[src/rtl/acc_offload_responder.sv]
// Offload responder: accepts one instruction at a time, decodes it against a
// mask/match table, issues resolved operands to a datapath and returns a tagged response.
package acc_pkg;
  localparam logic [1:0] OP_RS  = 2'd0;
  localparam logic [1:0] OP_IMM = 2'd1;

  localparam logic [2:0] IMM_I = 3'd0;
  localparam logic [2:0] IMM_S = 3'd1;
  localparam logic [2:0] IMM_B = 3'd2;
  localparam logic [2:0] IMM_U = 3'd3;
  localparam logic [2:0] IMM_J = 3'd4;

  typedef struct packed {
    logic [31:0] instr_data;
    logic [31:0] instr_mask;
    logic [1:0]  writeback;
    logic [2:0]  use_rs;
    logic [1:0]  op_a_mux;
    logic [1:0]  op_b_mux;
    logic [1:0]  op_c_mux;
    logic [2:0]  imm_a_mux;
    logic [2:0]  imm_b_mux;
    logic [2:0]  imm_c_mux;
  } offl_instr_t;
endpackage

module acc_offload_responder #(
  parameter int DataWidth = 32,
  parameter int IdWidth   = 4,
  parameter int NumInstr  = 4,
  parameter acc_pkg::offl_instr_t OfflInstr [NumInstr] = '{default: '0},
  localparam int IdxWidth = (NumInstr > 1) ? $clog2(NumInstr) : 1
) (
  input  logic                         clk_i,
  input  logic                         rst_ni,
  input  logic                         req_valid_i,
  output logic                         req_ready_o,
  input  logic [31:0]                  req_instr_i,
  input  logic [2:0][DataWidth-1:0]    req_rs_i,
  input  logic [IdWidth-1:0]           req_id_i,
  output logic                         exe_valid_o,
  input  logic                         exe_ready_i,
  output logic [DataWidth-1:0]         exe_op_a_o,
  output logic [DataWidth-1:0]         exe_op_b_o,
  output logic [DataWidth-1:0]         exe_op_c_o,
  output logic [IdxWidth-1:0]          exe_idx_o,
  output logic [31:0]                  exe_instr_o,
  input  logic                         res_valid_i,
  output logic                         res_ready_o,
  input  logic [DataWidth-1:0]         res_data_i,
  output logic                         rsp_valid_o,
  input  logic                         rsp_ready_i,
  output logic [IdWidth-1:0]           rsp_id_o,
  output logic [DataWidth-1:0]         rsp_data_o,
  output logic                         rsp_error_o
);

  typedef enum logic [1:0] {IDLE, ISSUE, WAIT_RES, RESP} state_e;

  state_e                      state_q, state_d;
  logic                        rsp_hold_q, rsp_hold_d;
  logic [31:0]                 instr_q, instr_d;
  logic [IdWidth-1:0]          id_q, id_d;
  logic [IdxWidth-1:0]         idx_q, idx_d;
  logic [1:0]                  wb_q, wb_d;
  logic signed [DataWidth-1:0] op_a_q, op_a_d, op_b_q, op_b_d, op_c_q, op_c_d;
  logic [DataWidth-1:0]        rsp_data_q, rsp_data_d;
  logic                        rsp_err_q, rsp_err_d;

  logic                        hit;
  logic [IdxWidth-1:0]         hit_idx;
  logic [1:0]                  hit_wb;
  logic signed [DataWidth-1:0] hit_a, hit_b, hit_c;

  function automatic logic signed [DataWidth-1:0] imm_gen(input logic [31:0] i,
                                                          input logic [2:0]  sel);
    logic signed [31:0] v;
    case (sel)
      acc_pkg::IMM_I: v = {{20{i[31]}}, i[31:20]};
      acc_pkg::IMM_S: v = {{20{i[31]}}, i[31:25], i[11:7]};
      acc_pkg::IMM_B: v = {{19{i[31]}}, i[31], i[7], i[30:25], i[11:8], 1'b0};
      acc_pkg::IMM_U: v = {i[31:12], 12'b0};
      acc_pkg::IMM_J: v = {{11{i[31]}}, i[31], i[19:12], i[20], i[30:21], 1'b0};
      default:        v = '0;
    endcase
    return DataWidth'(v);
  endfunction

  function automatic logic signed [DataWidth-1:0] resolve(input logic [1:0]           sel,
                                                          input logic                 rs_en,
                                                          input logic [2:0]           isel,
                                                          input logic [31:0]          instr,
                                                          input logic [DataWidth-1:0] rs);
    case (sel)
      acc_pkg::OP_RS:  return rs_en ? $signed(rs) : '0;
      acc_pkg::OP_IMM: return imm_gen(instr, isel);
      default:         return '0;
    endcase
  endfunction

  // Descending scan so the lowest matching entry is the last one written.
  always_comb begin
    hit     = 1'b0;
    hit_idx = '0;
    hit_wb  = '0;
    hit_a   = '0;
    hit_b   = '0;
    hit_c   = '0;
    for (int k = NumInstr - 1; k >= 0; k--) begin
      if ((req_instr_i & OfflInstr[k].instr_mask) == OfflInstr[k].instr_data) begin
        hit     = 1'b1;
        hit_idx = IdxWidth'(k);
        hit_wb  = OfflInstr[k].writeback;
        hit_a   = resolve(OfflInstr[k].op_a_mux, OfflInstr[k].use_rs[0],
                          OfflInstr[k].imm_a_mux, req_instr_i, req_rs_i[0]);
        hit_b   = resolve(OfflInstr[k].op_b_mux, OfflInstr[k].use_rs[1],
                          OfflInstr[k].imm_b_mux, req_instr_i, req_rs_i[1]);
        hit_c   = resolve(OfflInstr[k].op_c_mux, OfflInstr[k].use_rs[2],
                          OfflInstr[k].imm_c_mux, req_instr_i, req_rs_i[2]);
      end
    end
  end

  // rsp_hold delays an error response by one cycle so it surfaces two cycles after accept.
  always_comb begin
    state_d     = state_q;
    rsp_hold_d  = 1'b0;
    instr_d     = instr_q;
    id_d        = id_q;
    idx_d       = idx_q;
    wb_d        = wb_q;
    op_a_d      = op_a_q;
    op_b_d      = op_b_q;
    op_c_d      = op_c_q;
    rsp_data_d  = rsp_data_q;
    rsp_err_d   = rsp_err_q;
    req_ready_o = (state_q == IDLE);
    exe_valid_o = (state_q == ISSUE);
    res_ready_o = (state_q == WAIT_RES);
    rsp_valid_o = (state_q == RESP) && !rsp_hold_q;
    case (state_q)
      IDLE: begin
        if (req_valid_i) begin
          instr_d = req_instr_i;
          id_d    = req_id_i;
          if (hit) begin
            idx_d     = hit_idx;
            wb_d      = hit_wb;
            op_a_d    = hit_a;
            op_b_d    = hit_b;
            op_c_d    = hit_c;
            rsp_err_d = 1'b0;
            state_d   = ISSUE;
          end else begin
            rsp_err_d  = 1'b1;
            rsp_data_d = '0;
            rsp_hold_d = 1'b1;
            state_d    = RESP;
          end
        end
      end
      ISSUE: begin
        if (exe_ready_i) state_d = (wb_q != 2'b00) ? WAIT_RES : IDLE;
      end
      WAIT_RES: begin
        if (res_valid_i) begin
          rsp_data_d = res_data_i;
          rsp_err_d  = 1'b0;
          state_d    = RESP;
        end
      end
      RESP: begin
        if (!rsp_hold_q && rsp_ready_i) state_d = IDLE;
      end
      default: state_d = IDLE;
    endcase
  end

  always_ff @(posedge clk_i or negedge rst_ni) begin
    if (!rst_ni) begin
      state_q    <= IDLE;
      rsp_hold_q <= 1'b0;
      instr_q    <= '0;
      id_q       <= '0;
      idx_q      <= '0;
      wb_q       <= '0;
      op_a_q     <= '0;
      op_b_q     <= '0;
      op_c_q     <= '0;
      rsp_data_q <= '0;
      rsp_err_q  <= 1'b0;
    end else begin
      state_q    <= state_d;
      rsp_hold_q <= rsp_hold_d;
      instr_q    <= instr_d;
      id_q       <= id_d;
      idx_q      <= idx_d;
      wb_q       <= wb_d;
      op_a_q     <= op_a_d;
      op_b_q     <= op_b_d;
      op_c_q     <= op_c_d;
      rsp_data_q <= rsp_data_d;
      rsp_err_q  <= rsp_err_d;
    end
  end

  assign exe_op_a_o  = op_a_q;
  assign exe_op_b_o  = op_b_q;
  assign exe_op_c_o  = op_c_q;
  assign exe_idx_o   = idx_q;
  assign exe_instr_o = instr_q;
  assign rsp_id_o    = id_q;
  assign rsp_data_o  = rsp_data_q;
  assign rsp_error_o = rsp_err_q;

endmodule
[config.mk]
export PLATFORM = sky130hd
export DESIGN_NAME = acc_offload_responder
export DESIGN_NICKNAME = d
export VERILOG_FILES = /design/src/rtl/acc_offload_responder.sv
export SDC_FILE = /design/constraint.sdc
export NUM_CORES = 1
export LEC_CHECK = 0
export CELL_PAD_IN_SITES_DETAIL_PLACEMENT = 1
export CELL_PAD_IN_SITES_GLOBAL_PLACEMENT = 2
export CORE_MARGIN = 4
export CORE_UTILIZATION = 18
export DETAILED_ROUTE_END_ITERATION = 8
export PLACE_DENSITY_LB_ADDON = 0.25
export SLEW_MARGIN = 20
export SYNTH_ARGS = -nofsm -noshare
export SYNTH_HDL_FRONTEND = slang
export SYNTH_SLANG_ARGS = --single-unit
[constraint.sdc]
create_clock -name clk_i -period 2.44 [get_ports clk_i]
set_clock_uncertainty 0.1 [all_clocks]
set_input_delay 0.488 -clock clk_i [delete_from_list [all_inputs] [get_ports clk_i]]
set_output_delay 0.488 -clock clk_i [all_outputs]
set_load 0.05 [all_outputs]
==> flow_summary_export.csv, run 1 <==
group,metric,value,unit
pwr,power.density,795,mW/mm2
worst_setup_path,required,1.85,ns
worst_setup_path,worst-r2r-cell-count,2,
cells_and_area,area_growth,46.1,%
cts,clock_latency,0.33,ns
placement,portBuffers,145,
sta,tns,0,ns
yosys,ys_warn_count,0,
yosys,synth_cells,256,
placement,place.gp.congestion,0.656,
routing,vias,2142,
pwr,swShare,36.5,%
pwr,irDropWorstVdd,0.264,mV
floorplan,die_area,0.0222,mm2
routing,post-route-drc-count,0,
global_routing,grt_max_degree,38,
pwr,switchingPower,1520,uW
cts,hold_buffers,0,
sta,holdWs,0.0179,ns
routing,firstDrtPassIters,4,
sta,max-slew-margin-rel,62.1,%
worst_setup_path,reg2reg_to,"rsp_data_o[4]",
cts,cts_root_buffer,"clkbuf_16",
yosys,ys_seq_elements,70,
pwr,clockPowerShare,33.8,%
sta,rsz0062_at_grt,"no",
pwr,p_comb_share,33.7,%
cts,clockBufferDepth,2,
worst_setup_path,crit_cells,1,
cts,clock-sinks,70,
global_routing,grt_util_all_layers,8.14,%
global_routing,antenna_found_initial,0,
worst_setup_path,crit_buf_inv,1,
yosys,yosysSeqAreaShare,48.9,%
worst_setup_path,worstPathMaxFanout,2,
sta,period_needed,2.12,ns
yosys,yosysUniqueCellTypes,17,
floorplan,fp.dieW,149,um
cts,cts_setup_buffers,0,
yosys,synth.avg_cell_area,14.0,um2
global_routing,grt_pass1_vias,2291,
routing,postRouteAntennaNets,0,
worst_setup_path,crit_slowest_cell,"clkdlybuf4s50_1",
pwr,intPower,2640,uW
cts,cts_tree,"yes",
sta,fmax,0.472,GHz
worst_setup_path,max_stage_delay,0.85,ns
cts,cts.repair.resized,0,
routing,totalWireLength,9390,um
floorplan,start_util,18.3,%
worst_setup_path,cp-startpoint,"exe_instr_o[24]",
global_routing,grt_first_pass_wirelength,13700,um
worst_setup_path,path_cells,"clkdlybuf4s50_1",
routing,wl_per_cell,13.9,um
placement,place_area,0.00492,mm2
sta,hold_viol,0,
floorplan,io_pins,341,
worst_setup_path,r2r_setup_slack,0.73,ns
cells_and_area,instances_no_fill,675,
cts,cts_made_buffers,9,
cts,htreeDepth,3,
worst_setup_path,crit_path_end_kind,"primary output",
placement,dpl.hpwl,7120,um
routing,drt_iter0_markers,60,
worst_setup_path,arrival,1.53,ns
sta,drv_slew,0,
cells_and_area,final_cell_area,0.00523,mm2
worst_setup_path,crit_type,"reg2out",
pwr,p_leak,0.00245,uW
hold_path,hold_class,"in2async",
global_routing,overflow,0,
cells_and_area,antenna_cells,0,
pwr,sequentialPowerShare,32.5,%
routing,vias_per_cell,3.17,
status,status,"finished, final reports clean",
floorplan,fp-row-count,51,
placement,dpl.cell_count,659,
job,cap_violations,0,
sta,setup-violations-final,0,
sta,worst_pin_slew,0.567,ns
sta,post-route-period-util,86.8,%
yosys,syn_area,0.00358,mm2
cells_and_area,nets,575,
worst_setup_path,crit_family,"buffers and inverters",
cells_and_area,drive_above_1_share,22.0,%
floorplan,core-area,0.0195,mm2
worst_setup_path,crit_path_start_kind,"flip-flop",
worst_setup_path,r2r-start,"state_q[1]",
cts,cts.clk_slew.worst_paths,0.06,ns
floorplan,die_y,149,um
worst_setup_path,endpoint,"exe_instr_o[24]",
==> routing by layer <==
layer	vias up	share of wire, %	global-route usage [%]
li1	945	-	-
met1	1053	40	10.2
met2	134	49	12.8
met3	10	9.4	2.40
met4	0	1.8	3.98
met5	-	0	0
==> power groups by stage <==
stage                     clock network, uW  registers [uW]  logic, uW
final                                  1410            1350       1400
after global routing                   1530            1370       1450
after CTS                              1480            1350       1410
after detailed placement                  0            1370       1410
after global placement                    0            1360       1410
after floorplan                           0            1780        685
==> logic make-up (layout without fill, tap and decap cells) <==
family / Yosys count / count (layout) / share of synthesized area, %
buf+inv: 109 / 165 / 23.9
mux: 69 / 69 / 25.3
compound gates: 1 / 1 / 0.210
flops: 70 / 70 / 48.9
other cells: 1 / 99 / 0.105
simple gates: 6 / 6 / 1.57
==> how the worst min path moves through the flow <==
stage	start	to	slack [ns]	cells past startpoint
finish	rst_ni	exe_instr_o[6]	0.02	1
global route	rst_ni	exe_instr_o[5]	0.05	1
CTS	rst_ni	exe_instr_o[5]	0.04	1
detailed placement	rsp_data_o[4]	rsp_data_o[4]	0.39	1
global placement	rsp_data_o[5]	rsp_data_o[5]	0.38	1
floorplan	rst_ni	exe_instr_o[0]	0.09	0
==> stage by stage <==
stage | total power [uW] | setup WS [ns] | utilization [%]
finish | 4160 | 0.323 | 26.8
global route | 4350 | 0.274 | 26.8
CTS | 4250 | 0.274 | 26.8
detailed placement | 2780 | 0.246 | 25.2
global placement | 2770 | 0.255 | 25.2
floorplan | 2470 | 0.672 | -
==> cell usage in the layout (no fill, tap or decap) <==
cell	instances
clkbuf_16	9
clkinv_2	2
and2_1	1
nand3b_4	1
dfrtp_1	70
conb_1	99
clkbuf_1	1
mux4_1	1
and2b_1	1
nor2b_1	1
clkdlybuf4s50_1	140
clkinv_4	1
nor3b_4	1
buf_4	5
a21boi_0	1
bufinv_16	2
inv_1	2
clkinvlp_4	1
nor2_1	1
mux2_1	2
mux2_2	36
mux2_4	30
buf_12	2
==> area by class of cell <==
class | count | area [um2]
fill | 2194 | 14300
sequential | 70 | 1750
timing repair buffer | 147 | 1480
multi-input combinational | 175 | 1350
tap | 265 | 332
clock buffer | 10 | 229
clock inverter | 6 | 86.3
inverter | 2 | 7.51
==> state kept, by name, summed over array words and instances, names as in the netlist <==
name         cells
exe_instr_o     32
rsp_id_o         4
state_q          2
rsp_data_o      32
==> Yosys cell counts <==
library cell	number	area, um2
a21boi_0	1	7.51
and2_1	1	6.26
and2b_1	1	7.51
buf_12	3	60.1
buf_4	102	766
buf_6	2	22.5
conb_1	1	3.75
dfrtp_1	70	1750
inv_1	2	7.51
mux2_1	2	22.5
mux2_2	36	405
mux2_4	30	450
mux4_1	1	26.3
nand3b_4	1	20.0
nor2_1	1	3.75
nor2b_1	1	6.26
nor3b_2	1	12.5
No activity file was read; power rests on OpenSTA's default activity.
==> inputs of run 2 (changes only) <==
ABC_AREA = 1   (was not set)
CORE_UTILIZATION = 16   (was 18)
CTS_CLUSTER_DIAMETER = 150   (was not set)
==> flow_summary_export.csv, run 2 <==
group,metric,value,unit
status,status,"finished, final reports clean",
hold_path,hold_class,"reg2reg",
sta,hold_viol,0,
sta,worst_pin_slew,0.772,ns
placement,portBuffers,145,
worst_setup_path,crit_buf_inv,1,
hold_path,hold_end,"exe_instr_o[8]",
pwr,irDropWorstVdd,0.381,mV
sta,max-slew-margin-rel,48.3,%
yosys,synth_area_leaders,"dfrtp_1, buf_4, nand2_1, nand3_1, buf_6",
worst_setup_path,crit_type,"reg2out",
yosys,ys_warn_count,0,
worst_setup_path,r2r-start,"state_q[0]",
worst_setup_path,worstPathMaxFanout,2,
sta,rsz0062_at_grt,"no",
cells_and_area,mostFrequentLayoutCells,"nand2_1, clkdlybuf4s50_1, conb_1",
placement,dpl.hpwl,8800,um
worst_setup_path,worst-r2r-cell-count,4,
sta,setup-violations-final,0,
floorplan,core-area,0.0221,mm2
job,cap_violations,0,
sta,drv_slew,0,
worst_setup_path,arrival,1.54,ns
yosys,yosysUniqueCellTypes,18,
placement,place_area,0.00498,mm2
worst_setup_path,reg2reg_to,"exe_instr_o[30]",
yosys,synth_most_common_cell,"nand2_1",
cts,cts.clk_slew.worst_paths,0.05,ns
cts,clock-sinks,70,
sta,fmax,0.471,GHz
sta,tns,0,ns
floorplan,die_area,0.0252,mm2
cells_and_area,nets,730,
yosys,syn_area,0.00363,mm2
cells_and_area,multi_input_area,0.00133,mm2
cts,cts_setup_buffers,0,
worst_setup_path,crit_path_start_kind,"flip-flop",
cts,clock_latency,0.33,ns
pwr,p_leak,0.00261,uW
cells_and_area,drive_above_1_share,5.66,%
cells_and_area,nFillCells,2601,
routing,drt_iter0_markers,86,
yosys,synth.avg_cell_area,8.67,um2
global_routing,grt_util_all_layers,9.00,%
cells_and_area,area_growth,44.8,%
yosys,synth_top_cell_area_share,48.2,%
yosys,yosysSeqAreaShare,48.2,%
cells_and_area,final_cell_area,0.00526,mm2
routing,wl_per_cell,14.1,um
routing,post-route-drc-count,0,
global_routing,antenna_found_initial,0,
worst_setup_path,max_stage_delay,0.86,ns
cts,cts_tree,"yes",
cts,cts_root_buffer,"clkbuf_16",
sta,post-route-period-util,87.0,%
global_routing,grt_max_degree,43,
cts,cts_made_buffers,9,
hold_path,hold_depth,2,
floorplan,die_y,159,um
cells_and_area,fin_util,23.8,%
yosys,ys_seq_elements,70,
global_routing,grt_pass1_vias,2995,
floorplan,start_util,16.4,%
cts,clockBufferDepth,2,
yosys,synth_cells,419,
yosys,synthTopCellsByCount,"nand2_1, buf_4, dfrtp_1, nand3_1, buf_2",
sta,period_needed,2.12,ns
worst_setup_path,required,1.85,ns
routing,totalWireLength,11900,um
routing,firstDrtPassIters,4,
yosys,yosysTopAreaCell,"dfrtp_1",
floorplan,fp.dieW,159,um
yosys,synthArstFlopShare,100,%
routing,vias_per_cell,3.50,
worst_setup_path,r2r_setup_slack,0.75,ns
cells_and_area,mostFrequentLayoutCell,"nand2_1",
yosys,yosys_most_used_dff,"dfrtp_1",
routing,postRouteAntennaNets,0,
global_routing,grt_first_pass_wirelength,17500,um
sta,holdWs,0.367,ns
placement,place.gp.congestion,0.693,
worst_setup_path,crit_family,"buffers and inverters",
global_routing,overflow,0,
yosys,synth_edf_count,0,
cts,htreeDepth,3,
worst_setup_path,crit_slowest_cell,"clkdlybuf4s50_1",
cells_and_area,antenna_cells,0,
worst_setup_path,crit_path_end_kind,"primary output",
worst_setup_path,path_cells,"clkdlybuf4s50_1",
routing,vias,2954,
cells_and_area,seq_area,0.00175,mm2
floorplan,io_pins,341,
hold_path,min_from,"exe_instr_o[8]",
pwr,power.density,1460,mW/mm2
floorplan,fp-row-count,54,
==> run 2: worst max-delay path by stage <==
stage          depth (start not counted)             end   startpoint  slack (ns)
2_1_floorplan                          3     exe_valid_o   state_q[0]        0.59
3_3_place_gp                           5  rsp_data_o[12]  res_valid_i        0.45
3_5_place_dp                           5  rsp_data_o[25]  res_valid_i        0.40
4_1_cts                                3     req_ready_o   state_q[0]        0.28
5_1_grt                                3     req_ready_o   state_q[0]        0.22
6_report                               1     rsp_id_o[1]  rsp_id_o[1]        0.32
==> run 2: cell type report <==
| cell class | instances | share of cell area (%) |
|---|---|---|
| Clock buffer | 12 | 4.69 |
| Clock inverter | 4 | 0.428 |
| Inverter | 6 | 0.428 |
| Multi-Input combinational cell | 320 | 25.3 |
| Sequential cell | 70 | 33.3 |
| Tap cell | 280 | 6.67 |
| Timing Repair Buffer | 153 | 29.2 |
==> run 2: cells by family after synthesis <==
kind of cell           after synthesis  synth area share [%]
AND/OR/NAND/NOR                    219                  26.1
buffers and inverters              127                  25.3
flip-flops                          70                  48.2
AO/OA/AOI/OAI                        2                 0.275
other                                1                 0.103
==> run 2: power breakdown <==
group          total (uW)  switching (uW)  internal (uW)
Combinational        4450            3160           1290
Sequential           2020             318           1700
Clock                1220             507            712
==> run 2: worst register-to-register path: stages, from the launching register on <==
cell,delay (ns)
dfrtp_1,0.52
nor2_4,0.21
nand2_2,0.46
nand2_1,0.23
nand2_1,0.06
==> run 2: per-layer routing <==
metal	vias to the layer above	global-route usage [%]	share of wire (%)
li1	1397	-	-
met3	14	1.71	7.1
met2	132	14.4	47
met4	0	4.22	2.2
met1	1411	11.7	43
met5	-	0	0
==> run 2: timing repair <==
action / in CTS / in global routing
endpoints found under the hold margin: 7 / 0
setup endpoints to repair: 0 / 0
resized for setup: 0 / 0
hold buffers: 1 / 0
==> run 2: per-stage QoR <==
stage | total power (uW) | std cells | setup WS (ns)
after floorplan | 5070 | 517 | 0.591
after global placement | 6490 | 828 | 0.451
after detailed placement | 6550 | 828 | 0.400
after CTS | 7810 | 845 | 0.278
after global routing | 8110 | 845 | 0.222
final | 7680 | 845 | 0.316
